[src/rtl/shift194_sequencer.sv]
// Command sequencer driving the S1/S0/Dsr/Dsl/D pins of a 4-bit universal shift register.
// Latency: accept -> first step next cycle; one step per EXEC cycle, GAP hold cycles between steps, done one cycle after last step.
// Backpressure: cmd_ready is high only in IDLE; cmd_valid is ignored while busy, nothing is queued.
module shift194_sequencer #(
  parameter int unsigned CNT_W = 4,
  parameter int unsigned GAP   = 0
) (
  input  logic             CP,
  input  logic             CR,
  input  logic             cmd_valid,
  output logic             cmd_ready,
  input  logic [2:0]       cmd_op,
  input  logic [CNT_W-1:0] cmd_cnt,
  input  logic [3:0]       cmd_data,
  input  logic             cmd_fill,
  input  logic [3:0]       q_fb,
  output logic             S1,
  output logic             S0,
  output logic             Dsr,
  output logic             Dsl,
  output logic [3:0]       D,
  output logic             busy,
  output logic             done,
  output logic             err
);

  localparam logic [2:0] OP_NOP  = 3'b000;
  localparam logic [2:0] OP_LOAD = 3'b001;
  localparam logic [2:0] OP_SHU  = 3'b010;
  localparam logic [2:0] OP_SHD  = 3'b011;
  localparam logic [2:0] OP_ROU  = 3'b100;
  localparam logic [2:0] OP_ROD  = 3'b101;
  localparam logic [2:0] OP_CLR  = 3'b110;
  localparam logic [2:0] OP_RSV  = 3'b111;

  // Gap counter is 4 bits wide: GAP is limited to 0..15.
  localparam logic [3:0]       GAP_CNT  = 4'(GAP);
  localparam logic [CNT_W-1:0] STEP_ONE = CNT_W'(1);

  typedef enum logic [1:0] {
    ST_IDLE = 2'd0,
    ST_EXEC = 2'd1,
    ST_GAP  = 2'd2,
    ST_DONE = 2'd3
  } state_t;

  state_t           state_q, state_d;
  logic [2:0]       op_q, op_d;
  logic [3:0]       data_q, data_d;
  logic             fill_q, fill_d;
  logic [CNT_W-1:0] step_q, step_d;
  logic [3:0]       gap_q, gap_d;
  logic [1:0]       mode_q, mode_d;
  logic [3:0]       dpar_q, dpar_d;
  logic             busy_q, busy_d;
  logic             done_q, done_d;
  logic             err_q, err_d;
  logic             rdy_q, rdy_d;

  logic             accept;
  logic             is_shift_op;
  logic             direct_done;

  // Register mode for one step of the given op: 11 load, 01 up, 10 down.
  function automatic logic [1:0] mode_of(input logic [2:0] op);
    logic [1:0] m;
    m = 2'b00;
    case (op)
      OP_LOAD, OP_CLR: m = 2'b11;
      OP_SHU,  OP_ROU: m = 2'b01;
      OP_SHD,  OP_ROD: m = 2'b10;
      default:         m = 2'b00;
    endcase
    return m;
  endfunction

  // Parallel data for one step: the latched value for LOAD, zero otherwise
  // (CLR loads zero, and D rests at zero whenever no load is in flight).
  function automatic logic [3:0] dpar_of(input logic [2:0] op, input logic [3:0] dat);
    return (op == OP_LOAD) ? dat : 4'b0000;
  endfunction

  assign accept      = cmd_valid & rdy_q;
  assign is_shift_op = (cmd_op == OP_SHU) || (cmd_op == OP_SHD) ||
                       (cmd_op == OP_ROU) || (cmd_op == OP_ROD);
  // NOP, reserved, and zero-step shift/rotate skip EXEC entirely.
  assign direct_done = (cmd_op == OP_NOP) || (cmd_op == OP_RSV) ||
                       (is_shift_op && (cmd_cnt == '0));

  // Next-state and next-output computation; all pin values are precomputed
  // here so they appear registered in the cycle they apply to.
  always_comb begin
    state_d = state_q;
    op_d    = op_q;
    data_d  = data_q;
    fill_d  = fill_q;
    step_d  = step_q;
    gap_d   = gap_q;
    mode_d  = 2'b00;
    dpar_d  = 4'b0000;
    busy_d  = 1'b1;
    done_d  = 1'b0;
    err_d   = 1'b0;
    rdy_d   = 1'b0;

    case (state_q)
      ST_IDLE: begin
        busy_d = 1'b0;
        rdy_d  = 1'b1;
        if (accept) begin
          op_d   = cmd_op;
          data_d = cmd_data;
          fill_d = cmd_fill;
          busy_d = 1'b1;
          rdy_d  = 1'b0;
          if (direct_done) begin
            state_d = ST_DONE;
            step_d  = '0;
            done_d  = 1'b1;
            err_d   = (cmd_op == OP_RSV);
          end else begin
            state_d = ST_EXEC;
            step_d  = is_shift_op ? cmd_cnt : STEP_ONE;
            mode_d  = mode_of(cmd_op);
            dpar_d  = dpar_of(cmd_op, cmd_data);
          end
        end
      end

      ST_EXEC: begin
        // The register takes this step on the edge that ends the cycle.
        step_d = step_q - STEP_ONE;
        if (step_q == STEP_ONE) begin
          state_d = ST_DONE;
          done_d  = 1'b1;
        end else if (GAP_CNT != 4'd0) begin
          state_d = ST_GAP;
          gap_d   = GAP_CNT;
        end else begin
          mode_d = mode_of(op_q);
          dpar_d = dpar_of(op_q, data_q);
        end
      end

      ST_GAP: begin
        if (gap_q == 4'd1) begin
          state_d = ST_EXEC;
          gap_d   = 4'd0;
          mode_d  = mode_of(op_q);
          dpar_d  = dpar_of(op_q, data_q);
        end else begin
          gap_d = gap_q - 4'd1;
        end
      end

      ST_DONE: begin
        state_d = ST_IDLE;
        busy_d  = 1'b0;
        rdy_d   = 1'b1;
      end

      default: begin
        state_d = ST_IDLE;
        busy_d  = 1'b0;
        rdy_d   = 1'b1;
      end
    endcase
  end

  // State, latched command and registered pin outputs.
  always_ff @(posedge CP or negedge CR) begin
    if (!CR) begin
      state_q <= ST_IDLE;
      op_q    <= OP_NOP;
      data_q  <= 4'b0000;
      fill_q  <= 1'b0;
      step_q  <= '0;
      gap_q   <= 4'd0;
      mode_q  <= 2'b00;
      dpar_q  <= 4'b0000;
      busy_q  <= 1'b0;
      done_q  <= 1'b0;
      err_q   <= 1'b0;
      rdy_q   <= 1'b1;
    end else begin
      state_q <= state_d;
      op_q    <= op_d;
      data_q  <= data_d;
      fill_q  <= fill_d;
      step_q  <= step_d;
      gap_q   <= gap_d;
      mode_q  <= mode_d;
      dpar_q  <= dpar_d;
      busy_q  <= busy_d;
      done_q  <= done_d;
      err_q   <= err_d;
      rdy_q   <= rdy_d;
    end
  end

  // Serial inputs are combinational so rotation sees the current Q; both
  // rest at zero outside the EXEC cycle of the op that uses them.
  always_comb begin
    Dsr = 1'b0;
    Dsl = 1'b0;
    if (state_q == ST_EXEC) begin
      case (op_q)
        OP_SHU:  Dsr = fill_q;
        OP_ROU:  Dsr = q_fb[3];
        OP_SHD:  Dsl = fill_q;
        OP_ROD:  Dsl = q_fb[0];
        default: begin
          Dsr = 1'b0;
          Dsl = 1'b0;
        end
      endcase
    end
  end

  // Only the end bits of Q feed rotation.
  logic unused_q_mid;
  assign unused_q_mid = ^q_fb[2:1];

  assign S1        = mode_q[1];
  assign S0        = mode_q[0];
  assign D         = dpar_q;
  assign busy      = busy_q;
  assign done      = done_q;
  assign err       = err_q;
  assign cmd_ready = rdy_q;

endmodule

[config.mk]
export PLATFORM = sky130hd
export DESIGN_NAME = shift194_sequencer
export DESIGN_NICKNAME = d
export VERILOG_FILES = /design/src/rtl/shift194_sequencer.sv
export SDC_FILE = /design/constraint.sdc
export NUM_CORES = 1
export LEC_CHECK = 0
export CORE_ASPECT_RATIO = 0.9
export CORE_MARGIN = 8
export CORE_UTILIZATION = 50
export DETAILED_ROUTE_END_ITERATION = 6
export PLACE_DENSITY_LB_ADDON = 0.12
export SETUP_SLACK_MARGIN = 0.05
export SKIP_LAST_GASP = 1
export SYNTH_ARGS = -nofsm -noshare
export SYNTH_HDL_FRONTEND = slang
export SYNTH_SLANG_ARGS = --single-unit
export TNS_END_PERCENT = 100
[constraint.sdc]
create_clock -name CP -period 3.9 [get_ports CP]
set_input_delay 0.78 -clock CP [delete_from_list [all_inputs] [get_ports CP]]
set_output_delay 0.78 -clock CP [all_outputs]
set_load 0.1 [all_outputs]
# Word level (Yosys, flattened, before mapping)
# Index checks and enable logic that the tools add are counted.
dict set report word_totals {
  regBits 28
  input_bits 19
  output_inout_bits 12
  word_cells 94
}
dict set report op_classes {
  addsub 2
  eq_ne 21
  mux 39
  n_bitwise 1
  n_reduce_logical 19
}
# op count
set op_table {}
lappend op_table {{$mux W4} 10}
lappend op_table {{$eq A3 B3 Y1 const B} 7}
lappend op_table {{$pmux W2 S3} 3}
lappend op_table {{$mux W2} 8}
lappend op_table {{$eq A3 B2 Y1 const B} 4}
lappend op_table {{$pmux W4 S3} 1}
lappend op_table {{$reduce_or A2 Y1} 6}
lappend op_table {{$mux W1} 10}
lappend op_table {{$pmux W1 S2} 5}
lappend op_table {{$eq A4 B1 Y1 const B} 2}
lappend op_table {{$pmux W2 S4} 1}
lappend op_table {{$pmux W4 S2} 1}
lappend op_table {{$sub A4 B1 Y4 const B} 2}
lappend op_table {{$eq A3 B1 Y1 const B} 2}
lappend op_table {{$ne A2 B2 Y1 const B} 3}
lappend op_table {{$logic_or A1 B1 Y1} 5}
lappend op_table {{$eq A2 B2 Y1 const B} 2}
lappend op_table {{$logic_not A4 Y1} 1}
lappend op_table {{$reduce_and A2 Y1} 2}
lappend op_table {{$logic_not A3 Y1} 1}
lappend op_table {{$reduce_and A3 Y1} 1}
lappend op_table {{$eq A2 B1 Y1 const B} 1}
lappend op_table {{$logic_not A2 Y1} 1}
lappend op_table {{$reduce_bool A2 Y1} 1}
lappend op_table {{2 further kinds} 2}

# Logic depth before layout (Yosys ltp)
# Gate-level depths: netlist of run 1.
dict set report logic_depth {
  ltp_word 9
  ltp_mapped 6
  depth_no_buf 6
}

# Worst setup path after synthesis of run 1
# OpenSTA, ideal clock, no wires.
dict set report synth_timing {
  kind {reg2out}
  from {register state_q[1]}
  to {output Dsr}
  arrival_ns 2.499
  required_time_ns 3.120
  path_slack_ns 0.621
  path_stages_with_launch 6
  path_buffers 1
  cell_sequence {dfrtp_1 -> inv_1 -> ha_1 -> clkbuf_1 -> nand2b_1 -> a21oi_1}
}
dict set report synth_via {
  elab_chain_cells 2
}
# item line_no
set synth_rtl {}
lappend synth_rtl {{from (decl)} 47} ;# state_t state_q, state_d;
lappend synth_rtl {{from (signal assigned)} 186} ;# state_q <= state_d;
lappend synth_rtl {{$eq A2 B1 Y1} 206} ;# if (state_q == ST_EXEC) begin
lappend synth_rtl {{$mux W1} 206}
lappend synth_rtl {{to (decl)} 19} ;# output logic Dsr,
# Every way passes these cells.

# Worst setup path in the final report of run 1
dict set report layout_timing {
  from {register rdy_q, in the netlist cmd_ready}
  to {output cmd_ready}
}
# item line_no
set layout_lines {}
lappend layout_lines {{from (decl)} 58} ;# logic rdy_q, rdy_d;
lappend layout_lines {{from (signal assigned)} 197} ;# rdy_q <= rdy_d;
lappend layout_lines {{to (decl)} 11} ;# output logic cmd_ready,
# No word-level cell between the ends.

==> summary.md, run 1 <==
| Metric | Value |
|---|---|
| Floorplan die height | 68.8 um |
| Slew at the pin closest to its max-slew limit | 0.972 ns |
| Floorplan die area | 5140 um2 |
| Cell types with the largest area share after synthesis | dfrtp_1, ha_1, mux2_2 |
| Non-filler instance count after layout | 218 |
| Setup crit start kind | flip-flop |
| Number of remaining DRC errors | 0 |
| Post-synth ARST share | 100% |
| Gates resized, CTS repair | 0 |
| RD Place Congestion | 0.779 |
| Setup TNS | 0 ns |
| Maximum single-stage delay on the critical path | 1.13 ns |
| Relative contribution of sequential cells to total power | 35.3% |
| Total instance count after detailed placement | 214 |
| Number of I/O pins | 31 |
| Area leader, netlist | dfrtp_1 |
| Clock Path Buffers | 2 |
| Initial Utilization | 51.7% |
| Post-Route Hold Slack | 0.506 ns |
| Max-cap viol count | 0 |
| Syn-to-layout area delta | 21.2% |
| Setup Crit Path Kind | flip-flop to output port |
| Largest net degree at the start of global routing | 29 |
| Cell area after synthesis | between 1500 and 2000 um2 |
| Ant. Diodes | 0 |
| Number of different library cells in the post-synthesis netlist | 36 |
| Leak pwr | 0.851 nW |
| Buffer cell driving the clock tree root | clkbuf_4 |
| Mean instance size in the synthesized netlist | 10.5 um2 |
| # hold bufs at CTS | 0 |
| Logic gate share of total power | 55.6% |
| Cell family contributing the most delay on the critical path | buffers and inverters |
| Clock sink count | 28 |
| Final cycle utilization of the critical path | 71.7% |
| Cell with the largest stage delay on the worst path | clkdlybuf4s50_1 |
| Number of endpoints with negative hold slack in the final report | 0 |
| Area fraction of the dominant cell type after synthesis | 43.6% |
| Clock Skew | 0.00859 ns |
| IO buf count | 28 |
| CP endpoint kind | output port |
| Fraction of layout cells with a size suffix above 1 | 10.8% |
| Aggregate global-route resource usage | 12.6% |
| Level count of the clock H-tree | 1 |
| Max-slew headroom | 35.0% |
| Number of antenna violations at the first check in global routing | 0 |
| Net switching power of the design | 0.643 mW |
| Total power per unit cell area | 737 nW/um2 |
| Switching portion of total power | ~47% |
| Crit path required time | 3.12 ns |
| Achievable frequency | 0.358 GHz |
| Internal cell power | ~0.74 mW |
| Net count reported at finish | 206 |
| Post-detail-place hpwl | 2.29 mm |
| Clock latency at the later pin of the worst-skew pair | 0.33 ns |
| Number of DRC violations after detailed-routing iteration 0 | 63 |
| Cell area after placement | ~1900 um2 |
| Total vias in the final route | 1132 |
| Wire length of the first global-routing pass | 5.04 mm |
| YS warnings | 0 |
| Arrival time of the worst setup path | 2.02 ns |
| EDFF count, synth | 0 |
| Flip-flop cell with the highest count after synthesis | dfrtp_1 |
| Utilization of the core after routing | 62.7% |
| Average wire length per cell after detail routing | 13.7 um |
| Post-CTS Setup Inserts | 0 |
| Run status | complete, no violations |
| Number of placement rows | 19 |
| Area of all placed cells without fillers | 1880 um2 |
| Type of the tightest min-delay check | flip-flop to flip-flop |
| Worst voltage drop across the vdd grid | 0.324 mV |
| TritonRoute pass-1 iters | 4 |
| Clock tree from TritonCTS | yes |
| Chip Width | 74.7 um |
| Vias in the first global route | 1166 |
| Final critical path time including I/O delays and setup | 2.80 ns |
| Worst-path cell chain | clkdlybuf4s50_1 |
| RSZ-0062 raised after global routing | false |
| Number of buffers inserted during clock tree synthesis | 3 |
| Final setup violation count | 0 |
| Placeable Area | 3000 um2 |
| ANT nets after route | 0 |
| Seq/Total Area, Yosys | 45.3% |
| Area used by multi-input combinational logic | 757 um2 |
| Aggregate global routing overflow | 0 |
| Number of inserted filler cells in the final layout | approximately 280 |
| Register cell area after layout | 702 um2 |
| Syn nets | 176 |
| Number of synthesized register bits | 28 |
| Clock share of power | 9.0% |
| Via count normalized by instance count | 5.19 |
| Synthesized netlist cell count | 147 |
| Max Transition Viols Final | 0 |
| Post-Route WL | 2.98 mm |
| Number of buffers and inverters on the critical path | 1 |
| Largest fanout on the critical path | 3 |
| Clock-pin slew reported for the worst setup and hold paths after clock tree synthesis | 0.14 ns |
-- Yosys cell counts (2+ instances only) --
cell type  count
a21oi_1       10
clkbuf_1       2
ha_1          10
xnor2_1        3
nor3_1         3
nand3_1        2
nor2_1         9
nand2_1       14
nor2b_1        2
buf_6          3
inv_1         13
maj3_1         2
dfrtp_1       27
mux2_4         2
a22o_1         6
o21ai_0        6
mux2i_1        6
mux2_2         6
nand2b_1       4
-- cell type report --
type,instances,share of cell area (%)
repair buffers,30,15.5
well taps,42,2.80
clock buffers,4,1.40
multi-input cells,101,40.3
inverters,13,2.60
flip-flops and latches,28,37.4
-- kinds of logic (layout without fill, tap and decap cells) --
group / Yosys count / count (layout) / synth area share (%)
flip-flops: 28 / 28 / 45.3
adder cells (fa/ha/maj): 12 / 12 / 9.37
buffers and inverters: 18 / 47 / 5.82
multiplexers: 14 / 14 / 10.2
AO/OA/AOI/OAI: 31 / 31 / 14.0
XOR/XNOR: 4 / 4 / 2.26
AND/OR/NAND/NOR: 40 / 40 / 13.1
-- per-stage QoR --
stage / power, mW / setup slack, ns
6_report: 1.38 / 1.10
5_1_grt: 1.49 / 1.05
4_1_cts: 1.40 / 1.08
3_5_place_dp: 1.27 / 1.28
3_3_place_gp: 1.24 / 1.30
2_1_floorplan: 1.09 / 0.621
-- power by group through the flow --
stage	clock network, mW	registers, mW	logic [mW]
after detailed placement	0	0.496	0.777
after global routing	0.147	0.506	0.840
after global placement	0	0.489	0.753
final	0.125	0.488	0.769
after floorplan	0	0.660	0.435
after CTS	0.131	0.489	0.779
-- worst paths after layout --
| kind | startpoint | endpoint | slack (ns) | cells after the start |
|---|---|---|---|---|
| hold / removal | data_q[3]$_DFFE_PN0P_ | D[3]$_DFF_PN0_ | 0.51 | 1 |
| min in group asynchronous | CR | data_q[1]$_DFFE_PN0P_ | 0.81 | 2 |
| hold reg to reg | data_q[3]$_DFFE_PN0P_ | D[3]$_DFF_PN0_ | 0.51 | 1 |
| setup reg to reg | state_q[1]$_DFFE_PN0P_ | D[0]$_DFF_PN0_ | 1.84 | 5 |
| max in group asynchronous | CR | cmd_ready$_DFF_PN1_ | 2.78 | 2 |
| setup / recovery | cmd_ready$_DFF_PN1_ | cmd_ready | 1.10 | 1 |
-- sequential cells by signal, indices dropped and copies added, names as in the netlist --
register   flops
data_q         4
op_q           3
D              4
mode_q         2
cmd_ready      1
fill_q         1
busy           1
done           1
step_q         4
gap_q          4
state_q        2
err            1
-- layout by cell type (no fill, tap or decap), types with 2 or more instances in the layout --
cell and instances:
nor2_1 9, inv_1 13, a22o_1 6, clkdlybuf4s50_1 26
buf_4 4, mux2_2 6, nand3_1 2, nand2b_1 4
nand2_1 14, xnor2_1 3, mux2i_1 6, clkbuf_4 3
o21ai_0 6, nor3_1 3, dfrtp_1 27, ha_1 10
mux2_4 2, nor2b_1 2, maj3_1 2, a21oi_1 10
-- metal layers --
layer,vias up,GRT usage (%),share of wire [%]
met1,538,15.3,45
met2,25,21.2,48
met3,4,2.60,5.3
li1,565,-,-
met5,-,0,0
met4,0,5.85,1.4
No activity file was read; power rests on OpenSTA's default activity.
==> run 2: changes to the inputs <==
==> constraint.sdc (replaced) <==
create_clock -name CP -period 2.9 [get_ports CP]
set_input_delay 0.58 -clock CP [delete_from_list [all_inputs] [get_ports CP]]
set_output_delay 0.58 -clock CP [all_outputs]
set_load 0.1 [all_outputs]
==> run 2 against run 1 <==
Against the previous run:
- clock skew decreased by 0.0047 ns
- routed wire length grew 0.87%
- non-clock buffer count increased by 1
- cell count is 0.46% higher
- sequential share of layout area down 0.49 points
- power grew 37%
- worst hold slack gained 0.0098 ns
- clock power grew 54%
- global-route usage grew 0.31 points
- via count fell by 1.8%
- count of clock-buffer cells in the layout did not move
- highest routed layer unchanged
==> summary.md, run 2 (synthesized netlist as in run 1, its figures left out) <==
| Metric | Value |
|---|---|
| Run status | complete, no violations |
| Number of placement rows | 19 (unchanged) |
| Gates resized, CTS repair | 0 (unchanged) |
| Max-slew headroom | 59.6% (+25 points) |
| Net count reported at finish | 207 (+0.49%) |
| Final critical path time including I/O delays and setup | 2.38 ns |
| Number of remaining DRC errors | 0 (unchanged) |
| Via count normalized by instance count | 5.08 (-2.2%) |
| Syn-to-layout area delta | 22.8% |
| Clock Skew | 0.00392 ns (-0.00467 ns) |
| Post-detail-place hpwl | 2.33 mm (+1.7%) |
| IO buf count | 28 (unchanged) |
| Type of the tightest min-delay check | flip-flop to flip-flop |
| RD Place Congestion | 0.757 (-2.8%) |
| Chip Width | 74.7 um (unchanged) |
| Buffer cell driving the clock tree root | clkbuf_4 |
| Clock Path Buffers | 2 (unchanged) |
| Average wire length per cell after detail routing | 13.7 um (+0.41%) |
| Number of I/O pins | 31 (unchanged) |
| Max Transition Viols Final | 0 (unchanged) |
| Arrival time of the worst setup path | 1.80 ns (-0.22 ns) |
| Clock-pin slew reported for the worst setup and hold paths after clock tree synthesis | 0.15 ns (about the same) |
| Floorplan die height | 68.8 um (unchanged) |
| Number of DRC violations after detailed-routing iteration 0 | 39 (-38%) |
| Post-Route WL | 3.01 mm (+0.87%) |
| RSZ-0062 raised after global routing | false |
| Post-CTS Setup Inserts | 0 (unchanged) |
| Total power per unit cell area | 997 nW/um2 (+35%) |
| Number of inserted filler cells in the final layout | 273 (-2.2%) |
| ANT nets after route | 0 (unchanged) |
| Slew at the pin closest to its max-slew limit | 0.603 ns (-0.370 ns) |
| Cell with the largest stage delay on the worst path | dfrtp_1 |
| Cell family contributing the most delay on the critical path | flip-flops |
| Initial Utilization | 51.7% (unchanged) |
| Number of buffers and inverters on the critical path | 2 (+1) |
| Setup Crit Path Kind | flip-flop to output port |
| Vias in the first global route | 1130 (-3.1%) |
| Largest net degree at the start of global routing | 29 (unchanged) |
| Setup crit start kind | flip-flop |
| Final setup violation count | 0 (unchanged) |
| Register cell area after layout | 702 um2 (unchanged) |
| CP endpoint kind | output port |
| Clock sink count | 28 (unchanged) |
| Clock tree from TritonCTS | yes |
| Worst voltage drop across the vdd grid | 0.424 mV (+31%) |
| Achievable frequency | 0.419 GHz |
| Number of buffers inserted during clock tree synthesis | 3 (unchanged) |
| Utilization of the core after routing | 63.5% (+0.84 points) |
| Leak pwr | 0.886 nW (+4.0%) |
| Most used cells in the layout excluding fill and tap cells | dfrtp_1, clkdlybuf4s50_1, nand2_1 |
| Area used by multi-input combinational logic | 764 um2 (+0.99%) |
| Level count of the clock H-tree | 1 (unchanged) |
| Total vias in the final route | 1112 (-1.8%) |
| Floorplan die area | 5140 um2 (unchanged) |
| Final cycle utilization of the critical path | 82.2% |
| Number of endpoints with negative hold slack in the final report | 0 (unchanged) |
| TritonRoute pass-1 iters | 5 (+1) |
| Number of antenna violations at the first check in global routing | 0 (unchanged) |
| Worst-path cell chain | inv_1 > ha_1 > nand2_1 > a21oi_2 > buf_12 |
| Aggregate global-route resource usage | 13.0% (+0.31 points) |
| Fraction of layout cells with a size suffix above 1 | 18.6% (+7.8 points) |
| Total design power | 1.90 mW (+37%) |
| Crit path required time | 2.32 ns (-0.80 ns) |
| Setup TNS | 0 ns (unchanged) |
| Placeable Area | 3000 um2 (unchanged) |
| Ant. Diodes | 0 (unchanged) |
| Wire length of the first global-routing pass | 5.03 mm (-0.14%) |
| Max-cap viol count | 0 (unchanged) |
| # hold bufs at CTS | 0 (unchanged) |
| Aggregate global routing overflow | 0 (unchanged) |
| Clock latency at the later pin of the worst-skew pair | 0.33 ns (about the same) |
| Maximum single-stage delay on the critical path | 0.45 ns (-0.68 ns) |
| Largest fanout on the critical path | 13 (+10) |
| Leading cell type in the layout, fill and taps excluded | dfrtp_1 |
| Worst setup slack for register-to-register paths | 0.81 ns (-1.03 ns) |
[run 2: cell count changes in the layout (fill, tap and decap cells not counted), sizes merged]
| cell | before | now |
|---|---|---|
| buf | 4 | 15 |
| clkdlybuf4s50 | 26 | 16 |
[run 2: worst paths after layout]
path / start / to / depth (start not counted)
max reg2reg: state_q[1]$_DFFE_PN0P_ / D[3]$_DFF_PN0_ / 5
min in group asynchronous: CR / step_q[0]$_DFFE_PN0P_ / 2
max in group asynchronous: CR / cmd_ready$_DFF_PN1_ / 2
max: state_q[1]$_DFFE_PN0P_ / Dsl / 5
min: data_q[2]$_DFFE_PN0P_ / D[2]$_DFF_PN0_ / 1
min reg2reg: data_q[2]$_DFFE_PN0P_ / D[2]$_DFF_PN0_ / 1
[run 2: cell type report]
| cell class | count | area share, % |
|---|---|---|
| Sequential cell | 28 | 36.9 |
| Inverter | 13 | 2.57 |
| Timing Repair Buffer | 31 | 15.7 |
| Tap cell | 42 | 2.76 |
| Multi-Input combinational cell | 101 | 40.2 |
| Clock buffer | 4 | 1.91 |
[run 2: per-stage QoR]
step	worst slack, ns	cell area, um2	hold slack (ns)	std cells
global placement	0.554	1870	0.465	215
global route	0.353	1900	0.540	219
CTS	0.498	1900	0.525	219
finish	0.516	1900	0.516	219
floorplan	0.434	1560	0.284	147
detailed placement	0.506	1870	0.491	215
[run 2: report_power, final]
group          switching [mW]  total [mW]  internal, mW
registers               0.110       0.660         0.550
logic                   0.650        1.04         0.395
clock network           0.115       0.192        0.0770
total                   0.874        1.90          1.02
[run 2: layer usage]
| metal | wire length, um | GRT usage [%] | part of all wire [%] | up-vias |
|---|---|---|---|---|
| li1 | - | - | - | 568 |
| met1 | 1400 | 16.2 | 47 | 517 |
| met2 | 1380 | 20.5 | 46 | 23 |
| met3 | 162 | 3.03 | 5.4 | 4 |
| met4 | 59 | 6.59 | 2.0 | 0 |
| met5 | 0 | 0 | 0 | - |
[run 2: worst register-to-register path, cell delays in order, from the launching register on]
cell      delay, ns
dfrtp_1        0.45
inv_1          0.12
ha_1           0.42
o21ai_0        0.26
a211oi_1       0.57
a22o_1         0.22
==> run 3: changes to the inputs <==
==> constraint.sdc (replaced) <==
create_clock -name CP -period 2.4 [get_ports CP]
set_input_delay 0.48 -clock CP [delete_from_list [all_inputs] [get_ports CP]]
set_output_delay 0.48 -clock CP [all_outputs]
set_load 0.1 [all_outputs]
==> run 3 against run 2 <==
Against the previous run:
- non-clock buffer count grew 4
- power grew 29%
- routed wire length increased by 5.3%
- combinational power increased by 27%
- sequential share of layout area shrank 1.2 points
- critical path depth stayed put
- final area grew 3.5%
- worst hold slack lost 0.0047 ns
- register-to-register slack lost 0.37 ns
- via count grew 3.9%
- cell count rose by 1.8%
- clock power is 62% higher
==> summary.md, run 3 (synthesized netlist as in run 1, its figures left out) <==
| Metric | Value |
|---|---|
| Run status | complete, no violations |
| Vias in the first global route | 1202 (+6.4%) |
| Worst setup slack for register-to-register paths | 0.44 ns (-0.37 ns) |
| CP endpoint kind | output port |
| Level count of the clock H-tree | 1 (unchanged) |
| Average wire length per cell after detail routing | 14.2 um (+3.4%) |
| Final critical path time including I/O delays and setup | about 2.1 ns |
| Number of inserted filler cells in the final layout | 252 (-7.7%) |
| Max Transition Viols Final | 0 (unchanged) |
| Net count reported at finish | 211 (+1.9%) |
| Reg2reg path depth | 6 (+1) |
| Total power per unit cell area | 1240 nW/um2 (+24%) |
| Number of DRC violations after detailed-routing iteration 0 | 37 (-5.1%) |
| Floorplan die height | 68.8 um (unchanged) |
| Max-cap viol count | 0 (unchanged) |
| Aggregate global-route resource usage | 13.2% (+0.20 points) |
| Fraction of layout cells with a size suffix above 1 | 21.0% (+2.4 points) |
| Number of I/O pins | 31 (unchanged) |
| Setup Crit Path Kind | flip-flop to output port |
| Number of buffers inserted during clock tree synthesis | 3 (unchanged) |
| Post-Route WL | 3.16 mm (+5.3%) |
| Number of remaining DRC errors | 0 (unchanged) |
| Placeable Area | 3000 um2 (unchanged) |
| Logic gate share of total power | 54.1% (-1.0 points) |
| Leak pwr | 0.913 nW (+3.1%) |
| Internal cell power | 1.35 mW (+32%) |
| RD Place Congestion | 0.796 (+5.1%) |
| Initial Utilization | 51.7% (unchanged) |
| Critical Path Sink | Dsl |
| Arrival time of the worst setup path | 1.66 ns (-0.14 ns) |
| Final setup violation count | 0 (unchanged) |
| RSZ-0062 raised after global routing | false |
| Largest net degree at the start of global routing | 29 (unchanged) |
| Net switching power of the design | 1.09 mW (+25%) |
| Clock tree from TritonCTS | yes |
| Clock sink count | 28 (unchanged) |
| Largest fanout on the critical path | 13 (unchanged) |
| Floorplan die area | 5140 um2 (unchanged) |
| Worst voltage drop across the vdd grid | 0.596 mV (+41%) |
| Via count normalized by instance count | 5.18 (+2.0%) |
| Buffer cell driving the clock tree root | clkbuf_4 |
| Slew at the pin closest to its max-slew limit | 0.565 ns (-0.0374 ns) |
| R2r endpoint | D[3]$_DFF_PN0_ |
| Number of placement rows | 19 (unchanged) |
| ANT nets after route | 0 (unchanged) |
| Clock latency at the later pin of the worst-skew pair | 0.33 ns (about the same) |
| Type of the tightest min-delay check | input port to async pin |
| Post-detail-place hpwl | 2.45 mm (+5.1%) |
| Clock share of power | 12.8% (+2.7 points) |
| Total vias in the final route | 1155 (+3.9%) |
| Setup TNS | 0 ns (unchanged) |
| Syn-to-layout area delta | 27.1% |
| Ant. Diodes | 0 (unchanged) |
| Max-slew headroom | 62.1% (+2.5 points) |
| Chip Width | 74.7 um (unchanged) |
| Clock Skew | 0.00196 ns (-0.00196 ns) |
| Crit path required time | 1.92 ns (-0.40 ns) |
| Clock Path Buffers | 2 (unchanged) |
| Final cycle utilization of the critical path | 89.1% |
| Worst setup path startpoint | state_q[1]$_DFFE_PN0P_ |
| Worst setup margin | 0.261 ns (-0.255 ns) |
| TritonRoute pass-1 iters | 4 (-1) |
| Leading cell type in the layout, fill and taps excluded | dfrtp_1 |
| Aggregate global routing overflow | 0 (unchanged) |
| Clock-pin slew reported for the worst setup and hold paths after clock tree synthesis | 0.15 ns (about the same) |
| Post-CTS Setup Inserts | 0 (unchanged) |
| # hold bufs at CTS | 0 (unchanged) |
| Setup crit start kind | flip-flop |
| Number of antenna violations at the first check in global routing | 0 (unchanged) |
| Post-place setup slack | 0.241 ns (-0.265 ns) |
| Achievable frequency | between 0.4 and 0.5 GHz |
| Critical R2R Launch | gap_q[1]$_DFFE_PN0P_ |
| Number of endpoints with negative hold slack in the final report | 0 (unchanged) |
| Relative contribution of sequential cells to total power | 33.1% (-1.7 points) |
| IO buf count | 28 (unchanged) |
| Wire length of the first global-routing pass | 5.25 mm (+4.4%) |
| Most used cells in the layout excluding fill and tap cells | dfrtp_1, buf_4, clkdlybuf4s50_1 |
| Switching portion of total power | 44.8% (-1.3 points) |
-- run 3: cell types whose count changed in the layout (fill, tap and decap cells not counted) --
cell       previous run  this run
a21oi_2               2         1
a21oi_4               0         1
buf_4                13        17
bufinv_16             0         1
clkbuf_8              1         0
ha_1                 10         9
ha_4                  0         1
-- run 3: stage by stage --
stage                     std cells  util (%)  area, um2  power (mW)  hold slack (ns)
after floorplan                 147         -       1560        1.79            0.184
after global placement          219      63.5       1900        2.07            0.466
after detailed placement        219      63.5       1900        2.11            0.477
after CTS                       223      65.4       1960        2.43            0.512
after global routing            223      65.7       1970        2.61            0.527
final                           223      65.7       1970        2.44            0.512
-- run 3: worst min path at each step --
stage | startpoint | endpoint | slack (ns) | cells after the start
2_1_floorplan | CR | D[0]$_DFF_PN0_ | 0.18 | 0
3_3_place_gp | data_q[1]$_DFFE_PN0P_ | D[1]$_DFF_PN0_ | 0.47 | 1
3_5_place_dp | data_q[1]$_DFFE_PN0P_ | D[1]$_DFF_PN0_ | 0.48 | 1
4_1_cts | CR | D[0]$_DFF_PN0_ | 0.51 | 2
5_1_grt | data_q[1]$_DFFE_PN0P_ | D[1]$_DFF_PN0_ | 0.53 | 1
6_report | CR | gap_q[3]$_DFFE_PN0P_ | 0.51 | 2
-- run 3: worst max-delay path, stage by stage (launching register included) --
cell	delay [ns]
dfrtp_1	0.48
inv_1	0.17
ha_4	0.24
nand2_1	0.11
a21oi_4	0.15
buf_12	0.19
-- run 3: metal layers --
layer,up-vias,track usage [%],part of all wire (%)
met5,-,0,0
met4,0,4.63,0.73
met3,4,3.03,5.2
met2,24,23.8,48
met1,552,14.9,46
li1,575,-,-
-- run 3: layout make-up --
type / count / area [um2] / area share [%]
timing repair buffer: 35 / 328 / 16.7
tap: 42 / 52.6 / 2.67
inverter: 13 / 48.8 / 2.48
multi-input combinational: 101 / 785 / 39.9
clock inverter: 1 / 30.0 / 1.53
sequential: 28 / 702 / 35.7
clock buffer: 3 / 22.5 / 1.14
-- run 3: what timing repair did --
item | in CTS | in global routing
resized for setup | 1 | 1
setup endpoints to repair | 1 | 2
cloned | 0 | 0
endpoints found under the hold margin | 0 | 0
-- run 3: power by group through the flow --
stage | clock network (mW) | registers [mW] | logic, mW
2_1_floorplan | 0 | 1.07 | 0.723
3_3_place_gp | 0 | 0.800 | 1.27
3_5_place_dp | 0 | 0.813 | 1.30
4_1_cts | 0.320 | 0.802 | 1.31
5_1_grt | 0.339 | 0.830 | 1.44
6_report | 0.312 | 0.807 | 1.32
